[src/rtl/alu_issue_ctrl.sv]
// Request/response front end for the combinational ALU: registers operands onto the ALU,
// captures its result one cycle later, screens illegal opcodes and counts completed responses.
module alu_issue_ctrl #(
  parameter int unsigned XLEN  = 32,
  parameter int unsigned TAG_W = 4,
  parameter int unsigned CNT_W = 16
) (
  input  logic             clk,
  input  logic             rst_n,
  input  logic             req_valid,
  output logic             req_ready,
  input  logic [XLEN-1:0]  req_a,
  input  logic [XLEN-1:0]  req_b,
  input  logic [2:0]       req_op,
  input  logic [TAG_W-1:0] req_tag,
  output logic [XLEN-1:0]  alu_a,
  output logic [XLEN-1:0]  alu_b,
  output logic [2:0]       alu_control,
  input  logic [XLEN-1:0]  alu_result,
  input  logic             alu_zero,
  output logic             rsp_valid,
  input  logic             rsp_ready,
  output logic [XLEN-1:0]  rsp_result,
  output logic             rsp_zero,
  output logic             rsp_err,
  output logic [TAG_W-1:0] rsp_tag,
  output logic [CNT_W-1:0] op_count
);

  typedef enum logic [1:0] {
    IDLE = 2'b00,
    EXEC = 2'b01,
    RESP = 2'b10
  } state_t;

  state_t           state_q, state_d;
  logic [XLEN-1:0]  a_q, b_q, res_q;
  logic [2:0]       ctl_q;
  logic [TAG_W-1:0] tag_q;
  logic             zero_q, err_q;
  logic [CNT_W-1:0] cnt_q;
  logic             accept, rsp_fire, op_legal;

  assign accept   = req_valid & req_ready;
  assign rsp_fire = rsp_valid & rsp_ready;

  always_comb begin
    op_legal = 1'b0;
    case (ctl_q)
      3'b000, 3'b001, 3'b010, 3'b110: op_legal = 1'b1;
      default:                        op_legal = 1'b0;
    endcase
  end

  always_ff @(posedge clk or negedge rst_n) begin
    if (!rst_n) begin
      state_q <= IDLE;
    end else begin
      state_q <= state_d;
    end
  end

  // The unused encoding falls into the default arm and returns to IDLE.
  always_comb begin
    state_d = IDLE;
    case (state_q)
      IDLE:    state_d = accept ? EXEC : IDLE;
      EXEC:    state_d = RESP;
      RESP:    state_d = rsp_fire ? IDLE : RESP;
      default: state_d = IDLE;
    endcase
  end

  // req_ready is gated by rst_n so nothing is offered while reset is held.
  always_comb begin
    req_ready = 1'b0;
    rsp_valid = 1'b0;
    case (state_q)
      IDLE:    req_ready = rst_n;
      RESP:    rsp_valid = 1'b1;
      default: ;
    endcase
  end

  always_ff @(posedge clk or negedge rst_n) begin
    if (!rst_n) begin
      a_q    <= '0;
      b_q    <= '0;
      ctl_q  <= '0;
      tag_q  <= '0;
      res_q  <= '0;
      zero_q <= 1'b0;
      err_q  <= 1'b0;
      cnt_q  <= '0;
    end else begin
      if (state_q == IDLE && accept) begin
        a_q   <= req_a;
        b_q   <= req_b;
        ctl_q <= req_op;
        tag_q <= req_tag;
      end
      if (state_q == EXEC) begin
        if (op_legal) begin
          res_q  <= alu_result;
          zero_q <= alu_zero;
          err_q  <= 1'b0;
        end else begin
          res_q  <= '0;
          zero_q <= 1'b0;
          err_q  <= 1'b1;
        end
      end
      if (rsp_fire && cnt_q != '1) begin
        cnt_q <= cnt_q + CNT_W'(1);
      end
    end
  end

  assign alu_a       = a_q;
  assign alu_b       = b_q;
  assign alu_control = ctl_q;
  assign rsp_result  = res_q;
  assign rsp_zero    = zero_q;
  assign rsp_err     = err_q;
  assign rsp_tag     = tag_q;
  assign op_count    = cnt_q;

endmodule

[config.mk]
export PLATFORM = sky130hd
export DESIGN_NAME = alu_issue_ctrl
export DESIGN_NICKNAME = d
export VERILOG_FILES = /design/src/rtl/alu_issue_ctrl.sv
export SDC_FILE = /design/constraint.sdc
export NUM_CORES = 1
export LEC_CHECK = 0
export CELL_PAD_IN_SITES_DETAIL_PLACEMENT = 1
export CELL_PAD_IN_SITES_GLOBAL_PLACEMENT = 1
export CORE_MARGIN = 2
export CORE_UTILIZATION = 29
export DETAILED_ROUTE_END_ITERATION = 10
export HOLD_SLACK_MARGIN = 0.06
export PLACE_DENSITY = 0.77
export SYNTH_ARGS = -nofsm -noshare
export SYNTH_HDL_FRONTEND = slang
export SYNTH_SLANG_ARGS = --single-unit
[constraint.sdc]
create_clock -name clk -period 1.5 [get_ports clk]
set_input_delay 0.45 -clock clk [delete_from_list [all_inputs] [get_ports clk]]
set_output_delay 0.45 -clock clk [all_outputs]
set_load 0.01 [all_outputs]
==> results of run 1 <==
## power breakdown
group	internal [W]	leakage [nW]	switching [W]
Combinational	0.00242	2.25	0.00183
Clock	0.00305	0.316	0.00145
Sequential	0.00425	1.50	0.000534
## layer usage
metal / routed length, µm / global-route usage
met2: 9510 / 0.3621
met5: 0 / 0
met1: 7077 / 0.2063
met4: 215 / 0.05735
met3: 1002 / 0.06667
## worst max path at each step
stage | endpoint | startpoint | slack [ns]
floorplan | alu_a[10] | rst_n | -0.05
global placement | op_count[15] | rsp_ready | -0.42
detailed placement | op_count[15] | rsp_ready | -0.43
CTS | alu_b[17] | state_q[0] | -0.21
global route | alu_b[2] | state_q[1] | -0.26
finish | alu_b[4] | state_q[1] | -0.20
## cells by family (layout without fill, tap and decap cells)
logic type                 count (synthesis)  count (layout)  share of synthesized area
adders and majority gates                  1               1                   0.002616
xor gates and xnor gates                   9               9                    0.01648
and+or+nand+nor                           36              36                    0.05390
muxes                                     74              74                     0.1750
AOI/OAI and AO/OA                         46              46                    0.08137
DFF                                      123             123                     0.6436
buffers and inverters                     18             346                    0.02695
## metrics by stage
stage          cells  power, W  worst slack (ns)    util  setup TNS (ns)
2_1_floorplan    307  0.006345          -0.05085       -          -3.522
3_3_place_gp     775  0.008910           -0.4174  0.4749          -32.65
3_5_place_dp     775  0.009107           -0.4251  0.4749          -35.32
4_1_cts          834   0.01351           -0.2071  0.5249          -14.69
5_1_grt          851   0.01422           -0.2609  0.5364          -17.92
6_report         851   0.01354           -0.2021  0.5364          -11.61
## what timing repair did
item	in CTS	in global routing
buffers inserted	26	17
gates cloned	3	7
pin swaps	12	25
gates resized for setup	451	126
hold buffers	0	0
setup endpoints to repair	240	183
## cell type report
type / count / share of cell area
clock buffers: 22 / 0.05525
clock inverters: 8 / 0.01924
inverters: 3 / 0.001312
multi-input cells: 166 / 0.2239
flip-flops and latches: 123 / 0.3602
well taps: 216 / 0.03149
repair buffers: 313 / 0.3086
## flip-flops by register name, indices dropped and copies added, names as in the netlist
register and count:
rsp_tag 4, rsp_zero 1, alu_b 32, op_count 16
state_q 2, alu_a 32, rsp_err 1, rsp_result 32
alu_control 3
## layout by cell type, fill, tap and decap left out, types with 6 or more instances in the layout
cell type,n
buf_6,19
mux2_4,43
clkbuf_16,24
buf_2,99
dfrtp_2,11
a22o_1,33
buf_12,6
clkdlybuf4s50_1,106
clkbuf_2,13
buf_4,56
mux2_2,31
dfrtp_1,112
## worst reg2reg max path, cell delays in order, from the launching register on
cell and delay (ns):
dfrtp_2 0.42, nor3b_4 0.21, and2_4 0.35, clkbuf_16 0.26, mux2_2 0.35
==> out/results.ini, run 1 <==
[layout]
multiInputGateArea_um2 = 1922
diodes = 0
stdcell_area_um2 = 8583
fin_nets = 733
seqCellArea_um2 = 3092
area_growth_syn_to_layout_pct = 79.49
nFillCells = 1680
drive_gt1_frac = 0.5496

[timing]
slew_headroom = 0.3754
fin_worst_skew_ns = 0.009202
hold_viol = 0
grt_setup_unrepaired = yes
post-route-worst-setup-slack_ns = -0.2021
clock.fmax_mhz = 587.5
period_needed_ns = 1.702
finalCritPeriodShare = 1.135
setup_viol = 96
hold_ws_ns = 0.2583
slew_violations = 0
worst_pin_slew_ns = 0.9370

[outcome]
status = finished with violations
violations = negative setup slack

[setup_path]
max_stage_delay_ns = 0.42
cp_data_arrival_time_ns = 2.00
reg2reg_depth = 4
cp_num_buf_inv = 1
crit-reg2reg-launch = state_q[1]
cp_num_cells = 4
crit_family = simple AND/OR/NAND/NOR gates
start_kind = register
worst-setup-path-type = register to register
end_kind = register
cp_max_fo = 13
reg2reg_to = alu_b[4]
path_cells = nor3b_4 -> and2_4 -> clkbuf_16 -> mux2_2
rrSetupSlack_ns = -0.20
critPathSlowestCell = dfrtp_2
required_ns = 1.79

[clock_tree]
cts-root-buf = clkbuf_16
clockBufferDepth = 2
clk_latency_ns = 0.41
numCtsBuffers = 17
cts.clk_slew.worst_paths_ns = 0.06
htree_num_levels = 4
cts_tree = done
cts_sinks = 123

[floorplanning]
fp.dieH_um = 132.4
core_um2 = 16000
die_w_um = 132.4
die_area_um2 = 17530
start_util = 0.2989
design.portCount = 231
num_rows = 46

[route]
wl_per_cell_um = 20.92
postRouteAntennaNets = 0
drt_iter0_drc = 89
first_pass_iters = 4
vias = 4001
routed_wl_um = 17810
drc = 0
via_per_inst = 4.702

[grt]
first_global_vias = 4454
grt_start_max_net_pins = 73
overflow = 0
gr-usage-all-layers = 0.1943
antenna_found_initial = 0
grt_pass1_wl_um = 25900

[synthesis]
synth_top_area_cell = dfrtp_1
synth-edff-count = 0
synth_most_common_cell = dfrtp_1
synthCells = 307
ys_seq_area_frac = 0.6436
synth-seq-cells = 123
synth_warnings = 0
syn_nets = 416
syn_area_um2 = 4782
synth_ff_type = dfrtp_1
synth_cell_types = 39
synthArstFlopShare = 1.000
synthTopCellsByArea = dfrtp_1, mux2_2, a22o_1
avgSynthCellArea_um2 = 15.58
yosys-top-cells-count = dfrtp_1, mux2_2, a22o_1
synth_top_area_share = 0.6436

[place]
numPortBuffers = 230
dp_hpwl_um = 11190
gp_congestion = 0.7654
dpl_cell_area_um2 = 7599

[hold_path]
hp-class = input pin to async pin

[pwr]
p_per_area_nw_per_um2 = 1577
vdd_drop_max_mv = 0.8238
p_leak_nw = 4.065

[job]
maxCapViolCount = 0

Note: power is estimated with default switching activity, not from simulation.
==> run 2, diff against run 1 <==
SETUP_SLACK_MARGIN = 0.1   (was not set)
==> run 2 against run 1 <==
The run still ends with negative setup slack left; worst setup slack lost 0.076 ns; clock skew up 0.0016 ns; power rose by 7.1%; critical endpoint is now alu_a[7]; largest cell class is now non-clock buffers.
==> out/results.ini, run 2 (synthesis gave the netlist of run 1 again) <==
[route]
first_pass_iters = 4  ; unchanged
postRouteAntennaNets = 0  ; unchanged
drt_iter0_drc = 104  ; +17%
vias = 4332  ; +8.3%
drc = 0  ; unchanged
routed_wl_um = 20180  ; +13%
via_per_inst = 4.693  ; -0.17%
wl_per_cell_um = 21.86  ; +4.5%

[layout]
area_growth_syn_to_layout_pct = 99.56
drive_gt1_frac = 0.6025  ; +0.05294
fin_nets = 803  ; +9.5%
diodes = 0  ; unchanged
stdcell_count = 923  ; +8.5%
most-common-layout-cells = dfrtp_1, buf_4, clkdlybuf4s50_1
stdcell_area_um2 = 9543  ; +11%

[grt]
gr-usage-all-layers = 0.2040  ; +0.009729
grt_start_max_net_pins = 64  ; -12%
antenna_found_initial = 0  ; unchanged
first_global_vias = 4802  ; +7.8%
grt_pass1_wl_um = 27370  ; +5.7%
overflow = 0  ; unchanged

[timing]
period_needed_ns = 1.778  ; +0.07626 ns
hold_viol = 0  ; unchanged
slew_headroom = 0.4423  ; +0.06692
slew_violations = 0  ; unchanged
timing.setup.tns_ns = -20.09  ; -8.483 ns
grt_setup_unrepaired = yes
setup_viol = 124  ; +29%
post-route-worst-setup-slack_ns = -0.2784  ; -0.07627 ns
hold_ws_ns = 0.3236  ; +0.06535 ns
finalCritPeriodShare = 1.186  ; +0.05084
clock.fmax_mhz = 562.3  ; -4.3%
worst_pin_slew_ns = 0.8366  ; -0.1004 ns
fin_worst_skew_ns = 0.01079  ; +0.001590 ns

[job]
maxCapViolCount = 0  ; unchanged

[floorplanning]
die_area_um2 = 17530  ; unchanged
fp.dieH_um = 132.4  ; unchanged
die_w_um = 132.4  ; unchanged
design.portCount = 231  ; unchanged
start_util = 0.2989  ; unchanged
core_um2 = 16000  ; unchanged
num_rows = 46  ; unchanged

[setup_path]
worst-setup-path-type = register to register
crit-reg2reg-launch = state_q[0]
end_kind = register
required_ns = 1.79  ; about the same
cp_max_fo = 8  ; -5
cp_data_arrival_time_ns = 2.07  ; +0.07 ns
crit_path_start = state_q[0]
rrSetupSlack_ns = -0.28  ; -0.08 ns
start_kind = register

[clock_tree]
cts-root-buf = clkbuf_16
clk_latency_ns = 0.41  ; about the same
numCtsBuffers = 17  ; unchanged
holdBufCountCts = 0  ; unchanged
cts_tree = done
cts.clk_slew.worst_paths_ns = 0.06  ; about the same
cts_sinks = 123  ; unchanged
clockBufferDepth = 2  ; unchanged
htree_num_levels = 4  ; unchanged

[pwr]
p_leak_nw = 4.599  ; +13%
p_per_area_nw_per_um2 = 1519  ; -3.7%
vdd_drop_max_mv = 0.8751  ; +6.2%

[hold_path]
hp-class = input pin to async pin

[place]
dpl_cell_area_um2 = 7594  ; about the same
numPortBuffers = 230  ; unchanged
dp_slack_ns = -0.4411  ; -0.01600 ns
placed_cells = 774  ; -0.13%
gp_congestion = 0.7581  ; -0.95%
dp_hpwl_um = 11240  ; +0.51%

[outcome]
status = finished with violations
violations = negative setup slack

-- run 2: final timing paths --
check                              end  cells after the start
max                           alu_a[7]                      6
min                           alu_a[9]                      3
max reg2reg                   alu_a[7]                      6
min reg2reg                  alu_a[25]                      1
max in group asynchronous  op_count[7]                      3
min in group clk             alu_a[25]                      1
-- run 2: cell type report --
| class | count | area (µm²) |
|---|---|---|
| fillers | 1614 | 6457 |
| clock inverters | 13 | 118.9 |
| clock buffers | 19 | 442.9 |
| repair buffers | 383 | 3595 |
| multi-input cells | 166 | 2013 |
| flip-flops and latches | 123 | 3092 |
| inverters | 3 | 11.26 |
| well taps | 216 | 270.3 |
-- run 2: routing by layer --
metal	GRT usage	vias up	wire length, µm
met5	0	-	0
met4	0.08961	0	646
met3	0.05517	42	966
met2	0.3745	166	10900
met1	0.2190	2225	7668
li1	-	1899	-
-- run 2: where the power goes --
part,total (W),switching (W),internal [W]
Clock,0.00393,0.00160,0.00233
Sequential,0.00492,0.000667,0.00425
Combinational,0.00565,0.00210,0.00355
-- run 2: critical path, stage by stage, from the launching register on --
cell and delay [ns]:
dfrtp_1 0.40, buf_6 0.14, nor3b_4 0.20, and2_4 0.29
buf_4 0.16, buf_12 0.12, mux2_2 0.34
-- run 2: metrics by stage --
step | total power [W] | utilization
finish | 0.01450 | 0.5964
global route | 0.01512 | 0.5964
global placement | 0.008938 | 0.4746
detailed placement | 0.009178 | 0.4746
CTS | 0.01332 | 0.5338
floorplan | 0.006355 | -
-- run 2: repair_timing --
action	in CTS	in global routing
gates resized for setup	584	120
buffers inserted	57	51
cloned	5	7
pin swaps	17	14
setup endpoints to repair	244	239
